`src/rtl/barrel_shift_pipe.sv`:
```
// Pipelined barrel shifter: logical / arithmetic / rotate / ones-fill in either direction.
// One amount bit is resolved per stage, largest sub-shift first; the pipeline holds as a whole under backpressure.
module barrel_shift_pipe #(
    parameter int WIDTH = 8,
    parameter int TAGW  = 4,
    localparam int SHW  = $clog2(WIDTH)
) (
    input  logic             clk,
    input  logic             rst_n,
    input  logic             in_valid,
    output logic             in_ready,
    input  logic [WIDTH-1:0] in_data,
    input  logic [SHW-1:0]   in_amt,
    input  logic             in_dir,
    input  logic [1:0]       in_mode,
    input  logic [TAGW-1:0]  in_tag,
    output logic             out_valid,
    input  logic             out_ready,
    output logic [WIDTH-1:0] out_data,
    output logic [TAGW-1:0]  out_tag
);

    localparam logic [1:0] MODE_ARITH = 2'b01;
    localparam logic [1:0] MODE_ROT   = 2'b10;
    localparam logic [1:0] MODE_ONES  = 2'b11;

    logic stall;

    // Shift by a fixed distance; vacated bits come from the rotated-out bits or the fill bit.
    function automatic logic [WIDTH-1:0] shift_step(
        input logic [WIDTH-1:0] d,
        input int               sh,
        input logic             dir,
        input logic             rot,
        input logic             fill
    );
        logic [WIDTH-1:0] ones;
        logic [WIDTH-1:0] body;
        logic [WIDTH-1:0] ins;
        ones = '1;
        if (dir) begin
            body = d << sh;
            if (rot)
                ins = d >> (WIDTH - sh);
            else
                ins = fill ? ~(ones << sh) : '0;
        end else begin
            body = d >> sh;
            if (rot)
                ins = d << (WIDTH - sh);
            else
                ins = fill ? ~(ones >> sh) : '0;
        end
        return body | ins;
    endfunction

    for (genvar gi = 0; gi < SHW; gi++) begin : stage
        localparam int AW = SHW - gi;          // amount bits still pending at this stage's input
        localparam int SH = 1 << (AW - 1);

        logic             src_valid;
        logic [WIDTH-1:0] src_data;
        logic [AW-1:0]    src_amt;
        logic             src_dir;
        logic [1:0]       src_mode;
        logic             src_fill;
        logic [TAGW-1:0]  src_tag;
        logic [WIDTH-1:0] data_next;

        logic             valid_reg;
        logic [WIDTH-1:0] data_reg;
        logic [TAGW-1:0]  tag_reg;

        if (gi == 0) begin : g_src
            // Fill bit is fixed at entry so arithmetic mode keeps the original operand MSB.
            assign src_valid = in_valid;
            assign src_data  = in_data;
            assign src_amt   = in_amt;
            assign src_dir   = in_dir;
            assign src_mode  = in_mode;
            assign src_tag   = in_tag;
            assign src_fill  = (in_mode == MODE_ONES) ||
                               ((in_mode == MODE_ARITH) && !in_dir && in_data[WIDTH-1]);
        end else begin : g_src
            assign src_valid = stage[gi-1].valid_reg;
            assign src_data  = stage[gi-1].data_reg;
            assign src_amt   = stage[gi-1].g_ctl.amt_reg;
            assign src_dir   = stage[gi-1].g_ctl.dir_reg;
            assign src_mode  = stage[gi-1].g_ctl.mode_reg;
            assign src_fill  = stage[gi-1].g_ctl.fill_reg;
            assign src_tag   = stage[gi-1].tag_reg;
        end

        assign data_next = src_amt[AW-1]
                         ? shift_step(src_data, SH, src_dir, src_mode == MODE_ROT, src_fill)
                         : src_data;

        always_ff @(posedge clk) begin
            if (!rst_n) begin
                valid_reg <= 1'b0;
                data_reg  <= '0;
                tag_reg   <= '0;
            end else if (!stall) begin
                valid_reg <= src_valid;
                data_reg  <= data_next;
                tag_reg   <= src_tag;
            end
        end

        // The final stage only presents a result, so it carries no control state.
        if (gi < SHW - 1) begin : g_ctl
            logic [AW-2:0] amt_reg;
            logic          dir_reg;
            logic [1:0]    mode_reg;
            logic          fill_reg;

            always_ff @(posedge clk) begin
                if (!rst_n) begin
                    amt_reg  <= '0;
                    dir_reg  <= 1'b0;
                    mode_reg <= 2'b00;
                    fill_reg <= 1'b0;
                end else if (!stall) begin
                    amt_reg  <= src_amt[AW-2:0];
                    dir_reg  <= src_dir;
                    mode_reg <= src_mode;
                    fill_reg <= src_fill;
                end
            end
        end
    end

    assign out_valid = stage[SHW-1].valid_reg;
    assign out_data  = stage[SHW-1].data_reg;
    assign out_tag   = stage[SHW-1].tag_reg;

    assign stall    = out_valid & ~out_ready;
    assign in_ready = ~stall | ~rst_n;

endmodule

```
`config.mk`:
```
export PLATFORM = sky130hd
export DESIGN_NAME = barrel_shift_pipe
export DESIGN_NICKNAME = d
export VERILOG_FILES = /design/src/rtl/barrel_shift_pipe.sv
export SDC_FILE = /design/constraint.sdc
export NUM_CORES = 1
export LEC_CHECK = 0
export BUFFER_PORTS_ARGS = -buffer_cell sky130_fd_sc_hd__buf_4
export CAP_MARGIN = 20
export CELL_PAD_IN_SITES_DETAIL_PLACEMENT = 1
export CELL_PAD_IN_SITES_GLOBAL_PLACEMENT = 2
export CORE_AREA = 2 2 85 87
export CTS_CLUSTER_DIAMETER = 120
export CTS_CLUSTER_SIZE = 12
export DETAILED_ROUTE_END_ITERATION = 16
export DIE_AREA = 0 0 87 89
export PLACE_DENSITY_LB_ADDON = 0.1
export SLEW_MARGIN = 30
export SYNTH_ARGS = -nofsm -noshare
export SYNTH_HDL_FRONTEND = slang
export SYNTH_SLANG_ARGS = --single-unit
```
`constraint.sdc`:
```
create_clock -name clk -period 2.78 [get_ports clk]
set_clock_uncertainty 0.05 [all_clocks]
set_input_delay 0.139 -clock clk [delete_from_list [all_inputs] [get_ports clk]]
set_output_delay 0.139 -clock clk [all_outputs]
set_load 0.005 [all_outputs]
```
### After elaboration in Yosys (flattened, before gate mapping)

Cells that the tools add are included.

* eq/ne operators: 5
* multiplexer cells: 21
* bitwise logic cells: 8
* reductions and logical operators: 4

Operators by type and width (number)
* 2-to-1 mux 8 bit: 16
* bitwise OR 8 bit: 3
* == test 2 bit (second input constant): 4
* 2-to-1 mux 2 bit: 2
* 2-to-1 mux 4 bit: 1
* NOT 1 bit: 3
* == test 2 x 1 -> 1 bit (second input constant): 1
* logical AND 1 bit: 2
* 2-to-1 mux 1 bit: 2
* bitwise AND 1 bit: 1
* logical NOT 1 bit: 1
* logical OR 1 bit: 1
* bitwise OR 1 bit: 1

* register bits: 50
* input port bits: 22
* output and inout bits: 14
* logic and storage cells: 55

### Depth between registers and ports, before layout

Gate-level depths: netlist (run 1).

* depth in word-level cells: 9
* gate-level depth with buffers: 5
* gate-level depth less buffers: 3

### Least setup slack after synthesis (run 1)

OpenSTA, ideal clock, no wires.

* path type: reg2reg
* from: register stage[0].g_ctl.dir_reg
* to: register stage[1].data_reg[1]
* setup time: 134 ps
* data arrival time: 984 ps
* setup slack: 1612 ps
* stages on the path, launching flop included: 6
* period minus slack after synthesis: 1168 ps
* cells stage by stage: dfxtp_1 > buf_4 > buf_6 > inv_1 > o311ai_2 > o32ai_1

* word-level cells in the longest chain between the ends: 3
* elaborated cells on any way between the ends: 4

RTL lines
* from (decl): line 113 `logic dir_reg;`
* from (signal assigned): line 125 `dir_reg <= src_dir;`
* 2-to-1 mux 8 bit: line 41 `if (dir) begin`
* bitwise OR 8 bit *: line 54 `return body | ins;`
* 2-to-1 mux 8 bit *: line 95 `? shift_step(src_data, SH, src_dir, src_mode == MODE_ROT, src_fill)`
* to (signal assigned): line 105 `data_reg <= data_next;`
* to (decl): line 71 `logic [WIDTH-1:0] data_reg;`

Mark *: on every way between the ends. The rest lies on a longest branch, timed or not.
A chain may end at the register's enable or synchronous reset.

### Final worst setup path (run 1)

* from: register stage[2].valid_reg, in the netlist out_valid
* to: output port in_ready

* word-level cells in the longest chain between the ends: 3

RTL lines
* from (decl): line 70 `logic valid_reg;`
* from (signal assigned): line 104 `valid_reg <= src_valid;`
* bitwise AND 1 bit: line 137 `assign stall = out_valid & ~out_ready;`
* NOT 1 bit: line 138 `assign in_ready = ~stall | ~rst_n;`
* bitwise OR 1 bit: line 138
* to (decl): line 11 `output logic in_ready,`

No other way between the ends.

==> results_dict.tcl, run 1 <==
set metrics [dict create \
    run_status "complete, no violations" \
    crit_type "flop to output port" \
    grt_start_max_net_pins 47 \
    start_util_pct 34.77 \
    grt_pass1_wl_um 10080 \
    hp-class "input port to flop" \
    power.leakage_nw 1.079 \
    ctsRootBufferMaster "clkbuf_8" \
    fin_util_pct 40.00 \
    tns_ns 0 \
    grt_pass1_vias 2003 \
    ys_seq_area_share_pct 42.85 \
    hold_ws_ns 0.03812 \
    largest_reg_flops 16 \
    clk_path_buf_depth 2 \
    syn_inst 287 \
    vias 2023 \
    rows 30 \
    drt_iter0_drc 90 \
    cts.sinks 50 \
    port_buffers 35 \
    p_total_w 0.001440 \
    place.gp.congestion 0.7696 \
    n_fill_cell 831 \
    slowest_delay_ns 0.55 \
    coreArea_mm2 0.006719 \
    worst-endpoint-arrival_ns 1.50 \
    syn_area_per_cell_um2 8.139 \
    fin_crit_sh_pct 60.79 \
    viasPerCell 5.201 \
    syn_nets 309 \
    cts_buffers 5 \
    end_kind "output port" \
    dr.pass1.iters 4 \
    fin_area_mm2 0.002688 \
    placed_cell_area_mm2 0.002596 \
    hpwl_um 3988 \
    required_ns 2.59 \
    grt_overflow 0 \
    cp_cell_sequence "nor2b_4 -> nand2_1 -> buf_4" \
    htree_num_levels 2 \
    syn_area_mm2 0.002336 \
    routedWlPerCell_um 14.96 \
    crit_family "simple AND/OR/NAND/NOR gates" \
    postRouteAntennaNets 0 \
    antenna_cells 0 \
    die-area_mm2 0.007743 \
    rsz0062_at_grt "no" \
    hold_viol 0 \
    cts_tree "done" \
    critPathBufInv 1 \
    irDropWorstVdd_uv 237.8 \
    ys_warn_count 0 \
    route.detailed.drc 0 \
    synth.distinct_cells 31 \
    path_clk_slew_ns 0.09 \
    cp_max_fo 27 \
    max_slew.worst_pin.slew_ns 0.8345 \
    ios 36 \
    relSlewSlack_pct 44.29 \
    layout_min_cycle_time_ns 1.690 \
    cts_resized 0 \
    post-cts-setup-buffer-count 0 \
    clkLatencyLatePin_ns 0.30 \
    setup_viol 0 \
    routed_wl_um 5819 \
    critPathLaunchType "flop" \
    antenna_found_initial 0 \
    drive_above_1_share_pct 16.18 \
    synth-seq-cells 50 \
    worst_path_max_delay_cell "nor2b_4" \
    areaGrowthSynthToFinish_pct 15.05 \
    maxCapViolCount 0 \
    fin_nets 330 \
    ctsHoldBuffers 0 \
    groute.usage.overall_pct 16.24 \
    power.density_mw_per_mm2 535.7 \
    die_x_um 87 \
    timing.fmax_mhz 591.7 \
    slew_violations 0 \
    die_h_um 89 \
]
[final cells by class]
type	count	area [um2]	area share [%]
Inverter	4	15.01	0.5587
Sequential cell	50	1001	37.24
Timing Repair Buffer	38	285.3	10.61
Clock buffer	7	86.33	3.212
Tap cell	80	100.1	3.724
Clock inverter	1	5.005	0.1862
Multi-Input combinational cell	209	1195	44.46
[synth_stat cells (all sizes together)]
cell type / n / area (um2)
nand3: 1 / 5.000
nor2b: 14 / 87.58
o311ai: 4 / 42.55
nand2b: 6 / 37.54
o32ai: 6 / 52.55
nand2: 60 / 225.2
nor2: 22 / 82.58
a21oi: 43 / 219.0
a211oi: 2 / 15.01
a31oi: 4 / 25.02
o31ai: 2 / 15.01
o22ai: 4 / 25.02
buf: 17 / 108.9
a211o: 11 / 96.34
and3b: 2 / 17.52
mux2i: 16 / 160.2
o211ai: 1 / 7.510
a21o: 4 / 30.03
o21ai: 4 / 20.02
clkbuf: 7 / 26.28
inv: 4 / 15.01
dfxtp: 50 / 1001
nand4: 1 / 6.260
o21a: 2 / 15.01
[worst min-delay path, stage by stage]
cell and delay [ns]:
buf_4 0.10, nand2_1 0.05, a21oi_1 0.05
[kinds of logic (layout without fill, tap and decap cells)]
group / Yosys count / after routing / synth area share, %
simple gates: 106 / 106 / 19.76
mux: 16 / 16 / 6.856
compound gates: 87 / 87 / 24.10
flops: 50 / 50 / 42.85
buf+inv: 28 / 50 / 6.427
[routing by layer]
metal	track usage [%]	part of all wire, %	up-vias	wire length [um]
met1	23.75	52	968	3044
met3	2.493	2.0	2	119
met5	0	0	-	0
met4	3.409	0.57	0	33
li1	-	-	1034	-
met2	25.33	45	19	2622
[cells in the final DEF, fill, tap and decap left out, types with 2 or more instances in the layout]
master | synthesis | final
inv_1 | 3 | 3
o32ai_1 | 6 | 6
nor2_1 | 22 | 22
o21a_1 | 2 | 2
nand2b_1 | 6 | 5
o31ai_1 | 2 | 2
a31oi_1 | 4 | 4
a21o_1 | 4 | 4
mux2i_1 | 16 | 16
o22ai_1 | 4 | 4
a211oi_1 | 2 | 2
and3b_1 | 2 | 2
clkbuf_8 | 0 | 6
nand2_1 | 60 | 60
o311ai_0 | 2 | 2
a21oi_1 | 42 | 42
dfxtp_1 | 50 | 50
buf_4 | 5 | 38
nor2b_1 | 14 | 13
o21ai_0 | 4 | 4
a211o_1 | 11 | 11
[per-stage QoR]
step           setup WS (ns)  cells
2_1_floorplan          1.612    287
3_3_place_gp           1.178    381
3_5_place_dp           1.125    381
4_1_cts                1.061    389
5_1_grt               0.9438    389
6_report               1.090    389
[where the power goes]
group	total [W]	leakage, nW	internal, W	switching [W]
logic	0.000190	0.619	0.0000989	0.0000908
clock network	0.000440	0.0482	0.000202	0.000239
registers	0.000810	0.412	0.000760	0.0000492
total	0.00144	1.08	0.00106	0.000379
[worst paths after layout]
| path | from | end | slack [ns] | depth (start not counted) |
|---|---|---|---|---|
| setup / recovery | out_valid$_SDFFE_PN0N_ | in_ready | 1.09 | 3 |
| hold / removal | in_tag[3] | stage[0].tag_reg[3]$_SDFFE_PN0N_ | 0.04 | 3 |
| setup reg to reg | out_valid$_SDFFE_PN0N_ | out_data[5]$_SDFFE_PN0N_ | 1.11 | 4 |
| hold reg to reg | stage[0].g_ctl.amt_reg[0]$_SDFFE_PN0N_ | stage[0].g_ctl.amt_reg[0]$_SDFFE_PN0N_ | 0.41 | 2 |
No activity file was read; power rests on OpenSTA's default activity.
==> run 2: changes to the inputs <==
--- a/config.mk
+++ b/config.mk
@@ -5,15 +5,16 @@
 export SDC_FILE = /design/constraint.sdc
 export NUM_CORES = 1
 export LEC_CHECK = 0
+export ABC_AREA = 1
 export BUFFER_PORTS_ARGS = -buffer_cell sky130_fd_sc_hd__buf_4
 export CAP_MARGIN = 20
 export CELL_PAD_IN_SITES_DETAIL_PLACEMENT = 1
 export CELL_PAD_IN_SITES_GLOBAL_PLACEMENT = 2
-export CORE_AREA = 2 2 85 87
+export CORE_AREA = 2 2 90 92
 export CTS_CLUSTER_DIAMETER = 120
 export CTS_CLUSTER_SIZE = 12
 export DETAILED_ROUTE_END_ITERATION = 16
-export DIE_AREA = 0 0 87 89
+export DIE_AREA = 0 0 92 94
 export PLACE_DENSITY_LB_ADDON = 0.1
 export SLEW_MARGIN = 30
 export SYNTH_ARGS = -nofsm -noshare
==> constraint.sdc (replaced) <==
create_clock -name clk -period 1.76 [get_ports clk]
set_clock_uncertainty 0.05 [all_clocks]
set_input_delay 0.088 -clock clk [delete_from_list [all_inputs] [get_ports clk]]
set_output_delay 0.088 -clock clk [all_outputs]
set_load 0.005 [all_outputs]
==> run 2 against run 1 <==
  * Total power grew 68%
  * Die area increased by 12%
  * Non-clock buffer count is 10 higher
  * Via count rose by 6.5%
  * Register-to-register slack worse by 0.59 ns
  * Clock power increased by 89%
  * Global-route usage shrank 0.99 points
  * Sequential share of layout area fell by 2.0 points
  * Flip-flop and latch count unchanged
  * Largest cell class unchanged
  * Highest routed layer unchanged
==> results_dict.tcl, run 2 <==
set metrics [dict create \
    power.leakage_nw 1.246 \
    largest_reg_flops 16 \
    required_ns 1.62 \
    grt_overflow 0 \
    clk_path_buf_depth 2 \
    slew_violations 0 \
    critPathBufInv 2 \
    run_status "complete, no violations" \
    end_kind "output port" \
    crit_top_cell "buf_4" \
    coreArea_mm2 0.007607 \
    final_common_cell "nand2_1" \
    port_buffers 35 \
    layout_min_cycle_time_ns 1.341 \
    rsz0062_at_grt "no" \
    crit_family "flip-flops" \
    cp_max_fo 19 \
    antenna_found_initial 0 \
    syn_area_mm2 0.002331 \
    synth_edf_count 0 \
    grt_start_max_net_pins 37 \
    syn_inst 325 \
    worst_path_max_delay_cell "dfxtp_1" \
    syn_nets 347 \
    route.detailed.drc 0 \
    synth-xor-area-share_pct 0 \
    ctsRootBufferMaster "clkbuf_8" \
    routedWlPerCell_um 12.96 \
    path_clk_slew_ns 0.10 \
    hp-class "input port to flop" \
    die-area_mm2 0.008648 \
    cts_resized 0 \
    netSwitchingFraction_pct 26.48 \
    yosys.area.top_type_share_pct 42.94 \
    start_util_pct 30.64 \
    power.internal_w 0.001780 \
    power.density_mw_per_mm2 853.0 \
    hold_ws_ns 0.03710 \
    p_total_w 0.002422 \
    max_slew.worst_pin.slew_ns 0.4198 \
    vias 2154 \
    synth_flop_cell "dfxtp_1" \
    seqPwrFrac_pct 52.0 \
    netlist_top_cells_count "79 x nand2_1, 50 x dfxtp_1, 44 x inv_1, 43 x o21ai_0, 37 x nand3_1" \
    cts_tree "done" \
    ys_warn_count 0 \
    grt_pass1_vias 2140 \
    synth_top_family_by_area "simple AND/OR/NAND/NOR gates" \
    fin_crit_sh_pct 76.21 \
    syn_area_per_cell_um2 7.172 \
    cts_buffers 5 \
    fin_nets 384 \
    ios 36 \
    dr.pass1.iters 4 \
    routed_wl_um 6025 \
    synth_compound_area_share_pct 20.99 \
    groute.usage.overall_pct 15.25 \
    p_switching_w 0.0006412 \
    clkLatencyLatePin_ns 0.30 \
    synth.distinct_cells 20 \
    synthSimpleGateAreaFrac_pct 22.54 \
    critPathLaunchType "flop" \
    areaGrowthSynthToFinish_pct 21.79 \
    dp_slack_ns 0.5258 \
    yosys.area_share.adder_pct 0 \
    rows 32 \
    postRouteAntennaNets 0 \
    tns_ns 0 \
    synth.mux.area_fraction_pct 0 \
    synth.area.top_cells "dfxtp_1 43%, nand2_1 13%, o21ai_0 9.2%, nand3_1 7.9%, inv_1 7.1%" \
    async_flop_share_pct 0 \
    irDropWorstVdd_uv 317.5 \
    maxCapViolCount 0 \
    clockPowerShare_pct 34.3 \
    drive_above_1_share_pct 17.63 \
    die_h_um 94 \
    antenna_cells 0 \
    synth-seq-cells 50 \
    combinationalPowerShare_pct 13.7 \
    slowest_delay_ns 0.42 \
    grt_pass1_wl_um 10520 \
    drt_iter0_drc 63 \
    most-common-layout-cells "79 x nand2_1, 50 x dfxtp_1, 44 x inv_1, 43 x o21ai_0, 39 x buf_4" \
    cp_cell_sequence "nand3_2 -> buf_4 -> buf_4" \
    htree_num_levels 2 \
    hold_viol 0 \
    ys_seq_area_share_pct 42.94 \
    synth_top_cell_by_area "dfxtp_1" \
    worst-endpoint-arrival_ns 1.20 \
    relSlewSlack_pct 71.98 \
    hpwl_um 4368 \
    layout_setup_ws_ns 0.4186 \
    place.gp.congestion 0.7298 \
    yosys.cell_count.top_type "nand2_1" \
    timing.fmax_mhz 745.5 \
    cts.sinks 50 \
    crit_type "flop to output port" \
    setup_viol 0 \
    die_x_um 92 \
    viasPerCell 4.632 \
]
-- run 2: changes by cell type after synthesis, sizes merged, moves of 11 or more --
cell	previous run	this run
nor2b	14	0
inv	4	50
a21oi	43	19
nand2	60	80
nor2	22	6
nand3	1	38
mux2i	16	0
o21ai	4	45
a211o	11	0
-- run 2: routing by layer --
| layer | GRT usage (%) | wire, um | vias up |
|---|---|---|---|
| li1 | - | - | 1129 |
| met1 | 19.73 | 2940 | 994 |
| met2 | 26.47 | 2873 | 25 |
| met3 | 2.648 | 150 | 6 |
| met4 | 3.731 | 61 | 0 |
| met5 | 0 | 0 | - |
-- run 2: power groups by stage --
| stage | sequential (W) | combinational (W) | clock, W |
|---|---|---|---|
| 4_1_cts | 0.00126 | 0.000339 | 0.000872 |
| 6_report | 0.00126 | 0.000332 | 0.000831 |
| 2_1_floorplan | 0.00126 | 0.000220 | 0 |
| 5_1_grt | 0.00127 | 0.000382 | 0.000914 |
| 3_5_place_dp | 0.00129 | 0.000322 | 0 |
| 3_3_place_gp | 0.00129 | 0.000322 | 0 |
-- run 2: layout make-up --
| type | count | area, um2 |
|---|---|---|
| clock buffers | 5 | 68.82 |
| multi-input cells | 207 | 1015 |
| inverters | 50 | 190.2 |
| clock inverters | 3 | 43.79 |
| fillers | 971 | 4768 |
| flip-flops and latches | 50 | 1001 |
| repair buffers | 48 | 392.9 |
| well taps | 102 | 127.6 |
-- run 2: cells by family (layout without fill, tap and decap cells) --
logic type             after synthesis  after routing
buffers and inverters               68            106
and+or+nand+nor                    124            124
DFF                                 50             50
AOI/OAI and AO/OA                   83             83
-- run 2: path summary, 6_finish.rpt --
| check | cells past startpoint | end | from | slack [ns] |
|---|---|---|---|---|
| max | 3 | in_ready | out_valid$_SDFFE_PN0N_ | 0.42 |
| min | 3 | stage[0].data_reg[0]$_SDFFE_PN0N_ | in_data[4] | 0.04 |
| max reg2reg | 6 | stage[0].data_reg[7]$_SDFFE_PN0N_ | out_valid$_SDFFE_PN0N_ | 0.52 |
| min reg2reg | 2 | out_valid$_SDFFE_PN0N_ | stage[1].valid_reg$_SDFFE_PN0N_ | 0.41 |
-- run 2: worst reg2reg max path: stages (launching register included) --
cell	delay, ns
dfxtp_1	0.42
nand2_4	0.16
nand2_1	0.12
buf_4	0.21
a21oi_1	0.06
nand2_1	0.08
nand2_1	0.04
-- run 2: metrics by stage --
| stage | utilization, % | std cells | instance area, um2 |
|---|---|---|---|
| 5_1_grt | 37.32 | 465 | 2839 |
| 3_3_place_gp | 34.79 | 449 | 2646 |
| 3_5_place_dp | 34.79 | 449 | 2646 |
| 6_report | 37.32 | 465 | 2839 |
| 4_1_cts | 37.32 | 465 | 2839 |
| 2_1_floorplan | - | 325 | 2331 |
-- run 2: timing repair --
action	CTS	global route
hold endpoints to repair	9	0
hold buffers	8	0
buffers inserted	0	0
==> run 3: changes to the inputs <==
==> constraint.sdc (replaced) <==
create_clock -name clk -period 1.3 [get_ports clk]
set_clock_uncertainty 0.05 [all_clocks]
set_input_delay 0.065 -clock clk [delete_from_list [all_inputs] [get_ports clk]]
set_output_delay 0.065 -clock clk [all_outputs]
set_load 0.005 [all_outputs]
==> run 3 against run 2 <==
  * Via count is 1.9% higher
  * Final area is 3.6% higher
  * Combinational power is 45% higher
  * Sequential power is 35% higher
  * Clock power is 61% higher
  * First-iteration DRC count is 17% higher
  * Register-to-register slack worse by 0.28 ns
  * Worst setup slack worse by 0.35 ns
  * Critical path depth stayed put
==> results_dict.tcl, run 3 (synthesis gave the netlist of run 2 again) <==
set metrics [dict create \
    drt_iter0_drc 74 \
    clockPowerShare_pct 38.0 \
    crit_type "flop to output port" \
    power.density_mw_per_mm2 1197 \
    die_h_um 94 \
    vias 2195 \
    most-common-layout-cells "79 x nand2_1, 49 x dfxtp_1, 44 x inv_1, 43 x o21ai_0, 41 x buf_4" \
    htree_num_levels 2 \
    routedWlPerCell_um 13.68 \
    antenna_cells 0 \
    antenna_found_initial 0 \
    port_buffers 35 \
    worst-endpoint-arrival_ns 1.11 \
    rsz0062_at_grt "no" \
    cp_cell_sequence "nand3_2 -> buf_6 -> buf_4" \
    fin_cells 471 \
    die-area_mm2 0.008648 \
    drive_above_1_share_pct 18.97 \
    clk_path_buf_depth 2 \
    grt_start_max_net_pins 50 \
    route.detailed.drc 0 \
    grt_overflow 0 \
    gr-usage-met1_pct 21.34 \
    run_status "complete, no violations" \
    required_ns 1.19 \
    fin_crit_sh_pct 94.61 \
    postRouteAntennaNets 0 \
    start_util_pct 30.64 \
    die_x_um 92 \
    netSwitchingFraction_pct 25.50 \
    globalRoute.busiestLayer "met2" \
    tns_ns 0 \
    placed_cell_area_mm2 0.002709 \
    rows 32 \
    irDropWorstVdd_uv 472.6 \
    crit_family "flip-flops" \
    hold_viol 0 \
    cts.sinks 50 \
    combinationalPowerShare_pct 13.7 \
    grt_pass1_vias 2327 \
    p_switching_w 0.0008977 \
    max_slew.worst_pin.slew_ns 0.2909 \
    layout_min_cycle_time_ns 1.230 \
    dp_slack_ns 0.2142 \
    power.internal_w 0.002622 \
    slew_violations 0 \
    relSlewSlack_pct 80.48 \
    end_kind "output port" \
    ctsRootBufferMaster "clkbuf_8" \
    power.leakage_nw 1.296 \
    slowest_delay_ns 0.38 \
    viasPerCell 4.660 \
    worst_path_max_delay_cell "dfxtp_2" \
    setup_viol 0 \
    post-cts-setup-buffer-count 0 \
    cp_max_fo 19 \
    critPathBufInv 2 \
    areaGrowthSynthToFinish_pct 26.19 \
    dp_cells 454 \
    path_clk_slew_ns 0.10 \
    fin_area_mm2 0.002942 \
    hpwl_um 4630 \
    final_common_cell "nand2_1" \
    dr.pass1.iters 4 \
    ios 36 \
    cts_tree "done" \
    groute.usage.overall_pct 16.58 \
    cts_buffers 5 \
    largest_reg_flops 16 \
    fin_nets 390 \
    coreArea_mm2 0.007607 \
    maxCapViolCount 0 \
    layout_setup_ws_ns 0.07011 \
    timing.fmax_mhz 813.1 \
    routed_wl_um 6441 \
    hp-class "input port to flop" \
    clkLatencyLatePin_ns 0.31 \
    grt_pass1_wl_um 11470 \
    gr-usage-met3_pct 2.729 \
    critPathLaunchType "flop" \
    use_met2_pct 28.98 \
    place.gp.congestion 0.7473 \
    seqPwrFrac_pct 48.3 \
]
-- run 3: cell types whose count changed in the layout (fill, tap and decap cells not counted), sizes merged --
cell         before  now
dlygate4sd3       8    9
inv              51   50
buf              40   45
bufinv            1    2
-- run 3: tightest hold or removal path: cells and delay by family --
kind	cells	cell delay, ns
AO/OA/AOI/OAI	2	0.18
buffers and inverters	1	0.08
-- run 3: area by class of cell --
cell class / instances / area (um2)
clock inverters: 3 / 68.82
well taps: 102 / 127.6
fillers: 973 / 4666
multi-input cells: 207 / 1015
clock buffers: 5 / 68.82
inverters: 50 / 190.2
repair buffers: 54 / 469.2
flip-flops and latches: 50 / 1002
-- run 3: power groups by stage --
stage | logic, W | clock network (W) | registers, W
6_report | 0.000483 | 0.00134 | 0.00170
5_1_grt | 0.000561 | 0.00144 | 0.00172
4_1_cts | 0.000490 | 0.00137 | 0.00170
3_5_place_dp | 0.000468 | 0 | 0.00174
3_3_place_gp | 0.000465 | 0 | 0.00173
2_1_floorplan | 0.000297 | 0 | 0.00171
-- run 3: final timing paths --
| kind | startpoint | slack, ns | depth (start not counted) | to |
|---|---|---|---|---|
| worst max register to register | out_valid$_SDFFE_PN0N_ | 0.24 | 5 | stage[1].data_reg[0]$_SDFFE_PN0N_ |
| worst min register to register | stage[1].valid_reg$_SDFFE_PN0N_ | 0.39 | 2 | out_valid$_SDFFE_PN0N_ |
| worst max-delay path | out_valid$_SDFFE_PN0N_ | 0.07 | 3 | in_ready |
| worst min-delay path | in_data[7] | 0.02 | 3 | stage[0].data_reg[3]$_SDFFE_PN0N_ |
-- run 3: routing by layer --
| metal | vias to the layer above | share of wire [%] |
|---|---|---|
| met3 | 4 | 2.3 |
| met4 | 0 | 0.93 |
| met1 | 1020 | 48 |
| li1 | 1144 | - |
| met5 | - | 0 |
| met2 | 27 | 48 |
-- run 3: through the flow --
stage / hold WS [ns] / total power (W) / utilization (%)
final: 0.01746 / 0.003520 / 38.67
after global routing: 0.03817 / 0.003718 / 38.67
after CTS: 0.002270 / 0.003567 / 38.54
after detailed placement: 0.2469 / 0.002204 / 35.61
after global placement: 0.2402 / 0.002199 / 35.61
after floorplan: 0.1463 / 0.002004 / -
-- run 3: repair_timing --
action / 4_1_cts / 5_1_grt
hold buffers: 8 / 1
gates resized for setup: 2 / 0
hold endpoints to repair: 9 / 1
setup endpoints to repair: 1 / 0
